$ cat src/rtl/branch_predictor.sv
// Dynamic branch predictor: direct-mapped BTB with 2-bit saturating counters
// plus a return-address stack (RAS).
//
// Ports:
//   clk, rst        - clock, synchronous active-high reset
//   if_pc           - fetch PC looked up combinationally
//   pred_taken      - predicted taken for if_pc
//   pred_target     - predicted target (0 when pred_taken=0)
//   ex_valid        - EX holds a resolved control-transfer instruction
//   ex_pc           - its PC
//   ex_type         - 0=COND 1=JUMP 2=CALL 3=RET
//   ex_taken        - resolved direction
//   ex_target       - resolved target
//   ex_pred_taken   - prediction carried down the pipe
//   ex_pred_target  - predicted target carried down the pipe
//   ex_mispredict   - resolved outcome disagrees with the carried prediction
module branch_predictor #(
  parameter int unsigned ENTRIES   = 64,
  parameter int unsigned RAS_DEPTH = 8,
  parameter logic [1:0]  CNT_INIT  = 2'b10
) (
  input  logic        clk,
  input  logic        rst,
  input  logic [31:0] if_pc,
  output logic        pred_taken,
  output logic [31:0] pred_target,
  input  logic        ex_valid,
  input  logic [31:0] ex_pc,
  input  logic [1:0]  ex_type,
  input  logic        ex_taken,
  input  logic [31:0] ex_target,
  input  logic        ex_pred_taken,
  input  logic [31:0] ex_pred_target,
  output logic        ex_mispredict
);

  localparam int unsigned IDX_W = $clog2(ENTRIES);
  localparam int unsigned TAG_W = 32 - IDX_W - 2;
  localparam int unsigned PTR_W = (RAS_DEPTH > 1) ? $clog2(RAS_DEPTH) : 1;
  localparam int unsigned CNT_W = $clog2(RAS_DEPTH + 1);

  localparam logic [1:0] TYPE_COND = 2'd0;
  localparam logic [1:0] TYPE_CALL = 2'd2;
  localparam logic [1:0] TYPE_RET  = 2'd3;

  logic [ENTRIES-1:0] valid_q;
  logic [TAG_W-1:0]   tag_q  [ENTRIES];
  logic [1:0]         type_q [ENTRIES];
  logic [31:0]        tgt_q  [ENTRIES];
  logic [1:0]         cnt_q  [ENTRIES];

  logic [31:0]        ras_q  [RAS_DEPTH];
  logic [PTR_W-1:0]   ras_ptr_q;  // next slot to write; top is ptr-1
  logic [CNT_W-1:0]   ras_cnt_q;

  // Address bits [1:0] are always zero for instructions.
  logic unused_pc_bits;
  assign unused_pc_bits = ^{if_pc[1:0], ex_pc[1:0]};

  // ---------------------------------------------------------------- lookup
  logic [IDX_W-1:0] lk_idx;
  logic [TAG_W-1:0] lk_tag;
  logic             lk_hit;
  logic [31:0]      ras_top;

  assign lk_idx  = if_pc[IDX_W+1:2];
  assign lk_tag  = if_pc[31:IDX_W+2];
  assign lk_hit  = valid_q[lk_idx] && (tag_q[lk_idx] == lk_tag);
  assign ras_top = ras_q[ras_ptr_q - 1'b1];

  always_comb begin
    pred_taken  = 1'b0;
    pred_target = '0;
    if (lk_hit) begin
      if (type_q[lk_idx] == TYPE_RET) begin
        // A return with nothing on the stack has no usable target.
        if (ras_cnt_q != '0) begin
          pred_taken  = 1'b1;
          pred_target = ras_top;
        end
      end else if ((type_q[lk_idx] != TYPE_COND) || cnt_q[lk_idx][1]) begin
        pred_taken  = 1'b1;
        pred_target = tgt_q[lk_idx];
      end
    end
  end

  assign ex_mispredict = ex_valid &&
                         ((ex_taken != ex_pred_taken) ||
                          (ex_taken && (ex_target != ex_pred_target)));

  // ---------------------------------------------------------------- update
  logic [IDX_W-1:0] up_idx;
  logic [TAG_W-1:0] up_tag;
  logic             up_hit;
  logic             up_write;
  logic             up_tgt_we;
  logic [1:0]       up_cnt;
  logic             ras_push;
  logic             ras_pop;

  assign up_idx = ex_pc[IDX_W+1:2];
  assign up_tag = ex_pc[31:IDX_W+2];
  assign up_hit = valid_q[up_idx] && (tag_q[up_idx] == up_tag);

  always_comb begin
    up_cnt    = cnt_q[up_idx];
    up_write  = 1'b0;
    up_tgt_we = 1'b0;
    if (ex_valid) begin
      if (up_hit) begin
        up_write = 1'b1;
        if (ex_type == TYPE_COND) begin
          if (ex_taken) begin
            up_cnt    = (cnt_q[up_idx] == 2'd3) ? 2'd3 : cnt_q[up_idx] + 2'd1;
            up_tgt_we = 1'b1;
          end else begin
            up_cnt = (cnt_q[up_idx] == 2'd0) ? 2'd0 : cnt_q[up_idx] - 2'd1;
          end
        end else begin
          up_cnt    = 2'd3;
          up_tgt_we = 1'b1;
        end
      end else if (ex_taken) begin
        // Only taken transfers are worth a BTB slot.
        up_write  = 1'b1;
        up_tgt_we = 1'b1;
        up_cnt    = (ex_type == TYPE_COND) ? CNT_INIT : 2'd3;
      end
    end
  end

  assign ras_push = ex_valid && (ex_type == TYPE_CALL) && ex_taken;
  assign ras_pop  = ex_valid && (ex_type == TYPE_RET);

  always_ff @(posedge clk) begin
    if (rst) begin
      valid_q   <= '0;
      ras_ptr_q <= '0;
      ras_cnt_q <= '0;
      for (int i = 0; i < int'(ENTRIES); i++) begin
        cnt_q[i] <= '0;
      end
    end else begin
      if (up_write) begin
        valid_q[up_idx] <= 1'b1;
        tag_q[up_idx]   <= up_tag;
        type_q[up_idx]  <= ex_type;
        cnt_q[up_idx]   <= up_cnt;
      end
      if (up_tgt_we) begin
        tgt_q[up_idx] <= ex_target;
      end
      if (ras_push) begin
        // Return lands after the delay slot. A full stack drops its oldest entry.
        ras_q[ras_ptr_q] <= ex_pc + 32'd8;
        ras_ptr_q        <= ras_ptr_q + 1'b1;
        if (ras_cnt_q != CNT_W'(RAS_DEPTH)) begin
          ras_cnt_q <= ras_cnt_q + 1'b1;
        end
      end else if (ras_pop && (ras_cnt_q != '0)) begin
        ras_ptr_q <= ras_ptr_q - 1'b1;
        ras_cnt_q <= ras_cnt_q - 1'b1;
      end
    end
  end

endmodule

$ cat config.mk
export PLATFORM = sky130hd
export DESIGN_NAME = branch_predictor
export DESIGN_NICKNAME = d
export VERILOG_FILES = /design/src/rtl/branch_predictor.sv
export SDC_FILE = /design/constraint.sdc
export NUM_CORES = 2
export LEC_CHECK = 0
export BUFFER_PORTS_ARGS = -buffer_cell sky130_fd_sc_hd__buf_4
export CAP_MARGIN = 20
export CELL_PAD_IN_SITES_DETAIL_PLACEMENT = 1
export CELL_PAD_IN_SITES_GLOBAL_PLACEMENT = 1
export CORE_MARGIN = 3
export CORE_UTILIZATION = 45
export DETAILED_ROUTE_END_ITERATION = 10
export PLACE_DENSITY_LB_ADDON = 0.05
export SYNTH_ARGS = -nofsm -noshare
export SYNTH_HDL_FRONTEND = slang
export SYNTH_SLANG_ARGS = --single-unit
$ cat constraint.sdc
create_clock -name clk -period 21.7 [get_ports clk]
set_clock_uncertainty 0.1 [all_clocks]
set_input_delay 2.17 -clock clk [delete_from_list [all_inputs] [get_ports clk]]
set_output_delay 2.17 -clock clk [all_outputs]
set_load 0.05 [all_outputs]
---- Word-level counts from Yosys, hierarchy flattened ----
Memory sizes are Yosys's and may differ from the RTL's.
Cells that the tools add are included.
word-level totals
  register bits after elaboration ......... 71
  bits in writable memories ............... 4096
  output and inout port bits .............. 34
  memories ................................ 5
memories
  name    depth  width  read ports  clocked after Yosys merged registers in  wr ports  RTL line  RTL
  tgt_q   64     32     1           0                                        1         49        logic [31:0] tgt_q [ENTRIES];
  tag_q   64     24     2           0                                        1         47        logic [TAG_W-1:0] tag_q [ENTRIES];
  ras_q   8      32     1           0                                        1         52        logic [31:0] ras_q [RAS_DEPTH];
  cnt_q   64     2      2           0                                        64        50        logic [1:0] cnt_q [ENTRIES];
  type_q  64     2      1           0                                        1         48        logic [1:0] type_q [ENTRIES];
operators by class
  add/subtract/negate cells ............... 7
  $lt $le $gt $ge ......................... 3
  equal/unequal tests ..................... 10
  muxes and demuxes ....................... 47
  bitwise logic cells ..................... 1
  reductions and logical operators ........ 18
operators by type and width
  cell                     count
  $mux W32                 4
  $or A64 B64 Y64          1
  $eq A24 B24 Y1           2
  $add A32 B4 Y32 const B  1
  $ne A32 B32 Y1           1
  $mux W1                  26
  $mux W2                  8
  $lt A6 B7 Y1 const B     2
  $bmux W1 S6              2
  $mux W4                  3
  $logic_and A1 B1 Y1      9
  $eq A2 B2 Y1 const B     4
  $demux W1 S6             1
  $ge A6 B1 Y1 const B     1
  $mux W3                  2
  $mux W6                  1
  $add A4 B1 Y4 const B    1
  $logic_not A2 Y1         2
  $ne A4 B4 Y1 const B     1
  $reduce_bool A2 Y1       2
  $reduce_bool A4 Y1       1
  $sub A4 B1 Y4 const B    1
  $add A3 B1 Y3 const B    1
  $sub A3 B1 Y3 const B    1
  other kinds (7)          8

---- Longest topological paths before layout ----
  depth in word-level cells ............... 10
  mapped depth ............................ 21
  depth with buffers taken out ............ 10

---- Worst setup path after synthesis ----
OpenSTA, ideal clock, no wires.
  path type ............................... input to output
  start ................................... input port if_pc[2]
  end ..................................... output port pred_taken
  data arrival time ....................... 6.707 ns
  slack ................................... 12.723 ns
  cell stages on the path ................. 12
  path through ............................ buf_2 > clkbuf_1 > buf_1 > buf_1 > mux4_2 > mux4_2 > a211oi_1 > a21oi_1 > xor2_1 > nor4_1 > nand4_1 > nor3_1
on the way
  word-level cells in the longest chain between the ends .. 6
  elaborated cells between the ends (all ways) .. 13
  those cells by class .................... eq/ne: 2; mux: 5; reduce/logical: 3; memory: 3
ends and longest elaborated chain
  element             RTL line  RTL
  start: declaration  24        input logic [31:0] if_pc,
  $mem_v2 Z64 W2      -
  $reduce_bool A2 Y1  81        end else if ((type_q[lk_idx] != TYPE_COND) || cnt_q[lk_idx][1]) begin
  $logic_or A1 B1 Y1  81
  $mux W1             81
  $mux W1             75        if (type_q[lk_idx] == TYPE_RET) begin
  $mux W1 *           74        if (lk_hit) begin
  end: declaration    25        output logic pred_taken,
Every way passes the cells marked *; elsewhere a longest branch is shown, timed or not. The select of a mux whose other input is x is not followed.

---- Final worst setup path ----
  start ................................... input port ex_pc[3]
  end ..................................... memory tag_q[31][2] in the netlist's numbering (enable)
on the way
  word-level cells in the longest chain between the ends .. 8
  elaborated cells between the ends (all ways) .. 10
  those cells by class .................... eq/ne: 1; mux: 7; reduce/logical: 1; memory: 1
ends and longest elaborated chain
  element                                                RTL line  RTL
  start: declaration                                     28        input logic [31:0] ex_pc,
  $mem_v2 Z64 W24 / $bmux W1 S6 (equally long branches)  -
  $eq A24 B24 Y1 / $mux W1 (equally long branches)       104       assign up_hit = valid_q[up_idx] && (tag_q[up_idx] == up_tag);
  $logic_and A1 B1 Y1                                    104
  $mux W1                                                111       if (up_hit) begin
  $mux W1                                                110       if (ex_valid) begin
  $mux W1                                                145       if (up_write) begin
  $mux W1                                                137       if (rst) begin
  $mux W1 (not written as such)                          147       tag_q[up_idx] <= up_tag;
  end: declaration                                       47
Parallel ways exist; a longest one is shown, timed or not. The select of a mux whose other input is x is not followed.

==> reports/metrics.cfg <==
[power]
powerDensity_nw_per_um2 = 88.5
p_int_mw = 13.6
seqPwrFrac_pct = 50.5
p_sw_mw = 3.96
combPwrFrac_pct = 6.9
leakage_nw = 61.6
vdd_drop_max_mv = 0.0967
pwr-share-clk_pct = 42.6
swShare_pct = 22.5

[clock_network]
htreeDepth = 5
cts.reportedPaths.clkPinSlew_ns = 0.06
cts_tree = done
clk_latency_ns = 1.00
cts_sinks = 4167
postCtsSetupRepairBufs = 0
clock_path_buffers = 4
cts_made_buffers = 446
cts_root_buf = clkbuf_16
cts_resized = 0
cts_hold_buf = 0

[grt]
grt_max_degree = 135
first_global_vias = 96600
grt_antenna_before_repair = 27
overflow = 0
grt_pass1_wl_mm = 838
track_usage_pct = 31.0

[finish]
fillCellCount = 33600
final_layout_size_suffix_gt1_share_pct = 34.3
nNetsFinal = 8596
layout_common_cells = 4096 x edfxtp_1, 1677 x mux4_2, 483 x buf_4
final_cell_area_um2 = 199000
final_common_cell = edfxtp_1
syn2layout_area_growth_pct = 13.3

[drt]
avgViaCountPerCell = 6.65
wl_per_cell_um = 44.2
ant_nets = 0
route.detailed.drc = 0
drtPass1Iterations = 8
drt-total-wl_mm = 620
vias = 93300
detail_route.iter0.violations = 12400

[placed_design]
place_ws_ns = 9.74
dp_hpwl_mm = 346
placed_cell_area_um2 = 184000
numPortBuffers = 166
gp_congestion = 0.834

[yosys]
ys_types = 84
synth.top_cells.by_area = edfxtp_1 70%, mux4_2 22%, mux2i_1 1.2%, dfxtp_1 0.81%, clkbuf_1 0.63%
ys_async_sr_fraction_pct = 0
syn_nets = 8204
yosys.area.top_type = edfxtp_1
synth_top_area_share_pct = 70.2
yosysSeqAreaShare_pct = 71.0
avgSynthCellArea_um2 = 21.8
ys_seq_elements = 4167
synth-main-ff-cell = edfxtp_1
yosys_warnings = 0
syn_area_um2 = 175000
synth_edf_count = 4096
syn_inst = 8060

[worst_hold_path]
whs_path_depth = 2
hp-class = flip-flop to flip-flop
min_to = valid_q[2]$_SDFFE_PP0P_
hp-start = valid_q[2]$_SDFFE_PP0P_

[timing]
finalHoldWorstSlack_ns = 0.387
timing.final.crit_period_ns = 11.07
setup_tns_ns = 0
hold_viol = 0
rsz0062_at_grt = false
relSlewSlack_pct = 20.3
period_share_pct = 51.0
worstMarginPinSlew_ns = 1.18
setup_viol = 0
fin_ws_ns = 10.63
slew_viol_final = 0
fmax_mhz = 90.3

[worst_setup_path]
critPathBufInv = 7
timing.rr.start = tag_q[14][7]$_DFFE_PP_
reg2reg_slack_ns = 14.31
cp_max_fo = 70
setup.worst_path.class = input pin to flip-flop
required_ns = 22.21
timing.rr.end = tag_q[31][2]$_DFFE_PP_
path_cells = buf_8, buf_4, buf_12, buf_4, buf_4, mux2i_1, o22ai_1, o41ai_1, nand4_1, xor2_1, nor2_1, nand4_1, o31ai_4, buf_4, nand4_1, nor2_4, buf_4
critical_path.top_delay_family = buffers and inverters
endpoint_kind = flip-flop
r2r_cells = 13
worst_setup_path_start_kind = input pin
path_common_cell = buf_4
slowest_stage = nor2_4
cp.arrival_ns = 11.58
max_stage_delay_ns = 1.12

[die]
design.die.area_um2 = 397000
die_height_um = 630
io_pins = 169
core_area_um2 = 387000
initial_core_util_pct = 45.3
dieWidth_um = 630
num_rows = 228

[run]
max_cap_viol_count = 0

[outcome]
run_status = finished, final reports clean

==> flip-flops by register name (all words and copies together) (netlist names) <==
signal / flops
cnt_q: 128
ras_cnt_q: 4
ras_ptr_q: 3
ras_q: 256
tag_q: 1536
tgt_q: 2048
type_q: 128
valid_q: 64
==> how the worst max path moves through the flow <==
stage | slack (ns) | endpoint | cells after the start | start
floorplan | 12.72 | pred_taken | 12 | if_pc[2]
global placement | 9.71 | pred_target[22] | 13 | if_pc[2]
detailed placement | 9.74 | pred_target[22] | 13 | if_pc[2]
CTS | 9.74 | pred_target[22] | 13 | if_pc[2]
global route | 10.16 | pred_target[20] | 12 | if_pc[2]
finish | 10.63 | tag_q[31][2]$_DFFE_PP_ | 17 | ex_pc[3]
==> stage by stage <==
stage	total power [mW]	instances	util (%)
CTS	17.7	14000	51.3
global route	18.1	14000	51.3
global placement	10.2	13200	47.6
finish	17.6	14000	51.3
detailed placement	10.3	13200	47.6
floorplan	9.70	8060	-
==> power by group through the flow <==
stage          Combinational (mW)  Sequential (mW)  Clock, mW
6_report                     1.21             8.88       7.49
5_1_grt                      1.25             8.87       7.93
4_1_cts                      1.21             8.88       7.61
3_5_place_dp                 1.21             9.05          0
3_3_place_gp                 1.20             9.04          0
2_1_floorplan               0.662             9.04          0
==> cells in the mapped netlist, drive strengths merged (6+ instances only) <==
cell    count
edfxtp   4096
mux4     1677
clkbuf    292
buf       269
nor2      244
mux2i     211
nand2     153
inv       110
nand3      89
nor3       88
a22oi      79
o22ai      75
dfxtp      71
a21oi      64
o21ai      58
nor4       57
xnor2      57
nand4      47
xor2       44
o21bai     42
nand2b     26
a22o       14
mux2       14
a211oi     11
nor2b      11
and3       10
ha          8
a221oi      7
a32oi       7
and4        7
nor4b       7
or4         7
a31oi       6
and4b       6
nor3b       6
nor4bb      6
o32ai       6
==> per-layer routing <==
layer	vias to the layer above	part of all wire [%]	wire, µm	track usage, %
met3	1058	6.8	42200	4.22
met2	4452	50	312000	52.3
met4	4	5.4	33400	14.3
met1	52200	38	233000	40.2
met5	-	0.0040	25	0
li1	35500	-	-	-
==> worst register-to-register path: stages (launching register included) <==
cell      delay [ns]
edfxtp_1        0.38
mux4_2          0.51
a221oi_1        0.46
o21ai_0         0.16
a211oi_1        0.32
xor2_1          0.38
buf_4           0.26
and3b_1         0.36
nand4_2         0.46
o31ai_4         0.38
buf_4           0.59
nand4_1         0.83
nor2_4          1.12
buf_4           0.68
==> kinds of logic after synthesis <==
| logic type | count (synthesis) | share of synthesized area (%) |
|---|---|---|
| adders and majority gates | 9 | 0.0685 |
| muxes | 1902 | 22.8 |
| and+or+nand+nor | 796 | 2.39 |
| DFF | 4167 | 71.0 |
| AOI/OAI and AO/OA | 414 | 1.60 |
| xor gates and xnor gates | 101 | 0.505 |
| buffers and inverters | 671 | 1.64 |
==> area by class of cell <==
cell class / count / area [µm²] / area share [%]
clock inverter: 259 / 2320 / 1.17
tap: 5175 / 6470 / 3.26
antenna: 32 / 80.1 / 0.0403
sequential: 4167 / 124000 / 62.7
multi-input combinational: 3222 / 49000 / 24.7
timing repair buffer: 505 / 4040 / 2.04
clock buffer: 561 / 11800 / 5.94
inverter: 110 / 423 / 0.213
Power figures use the tool's default switching activity.
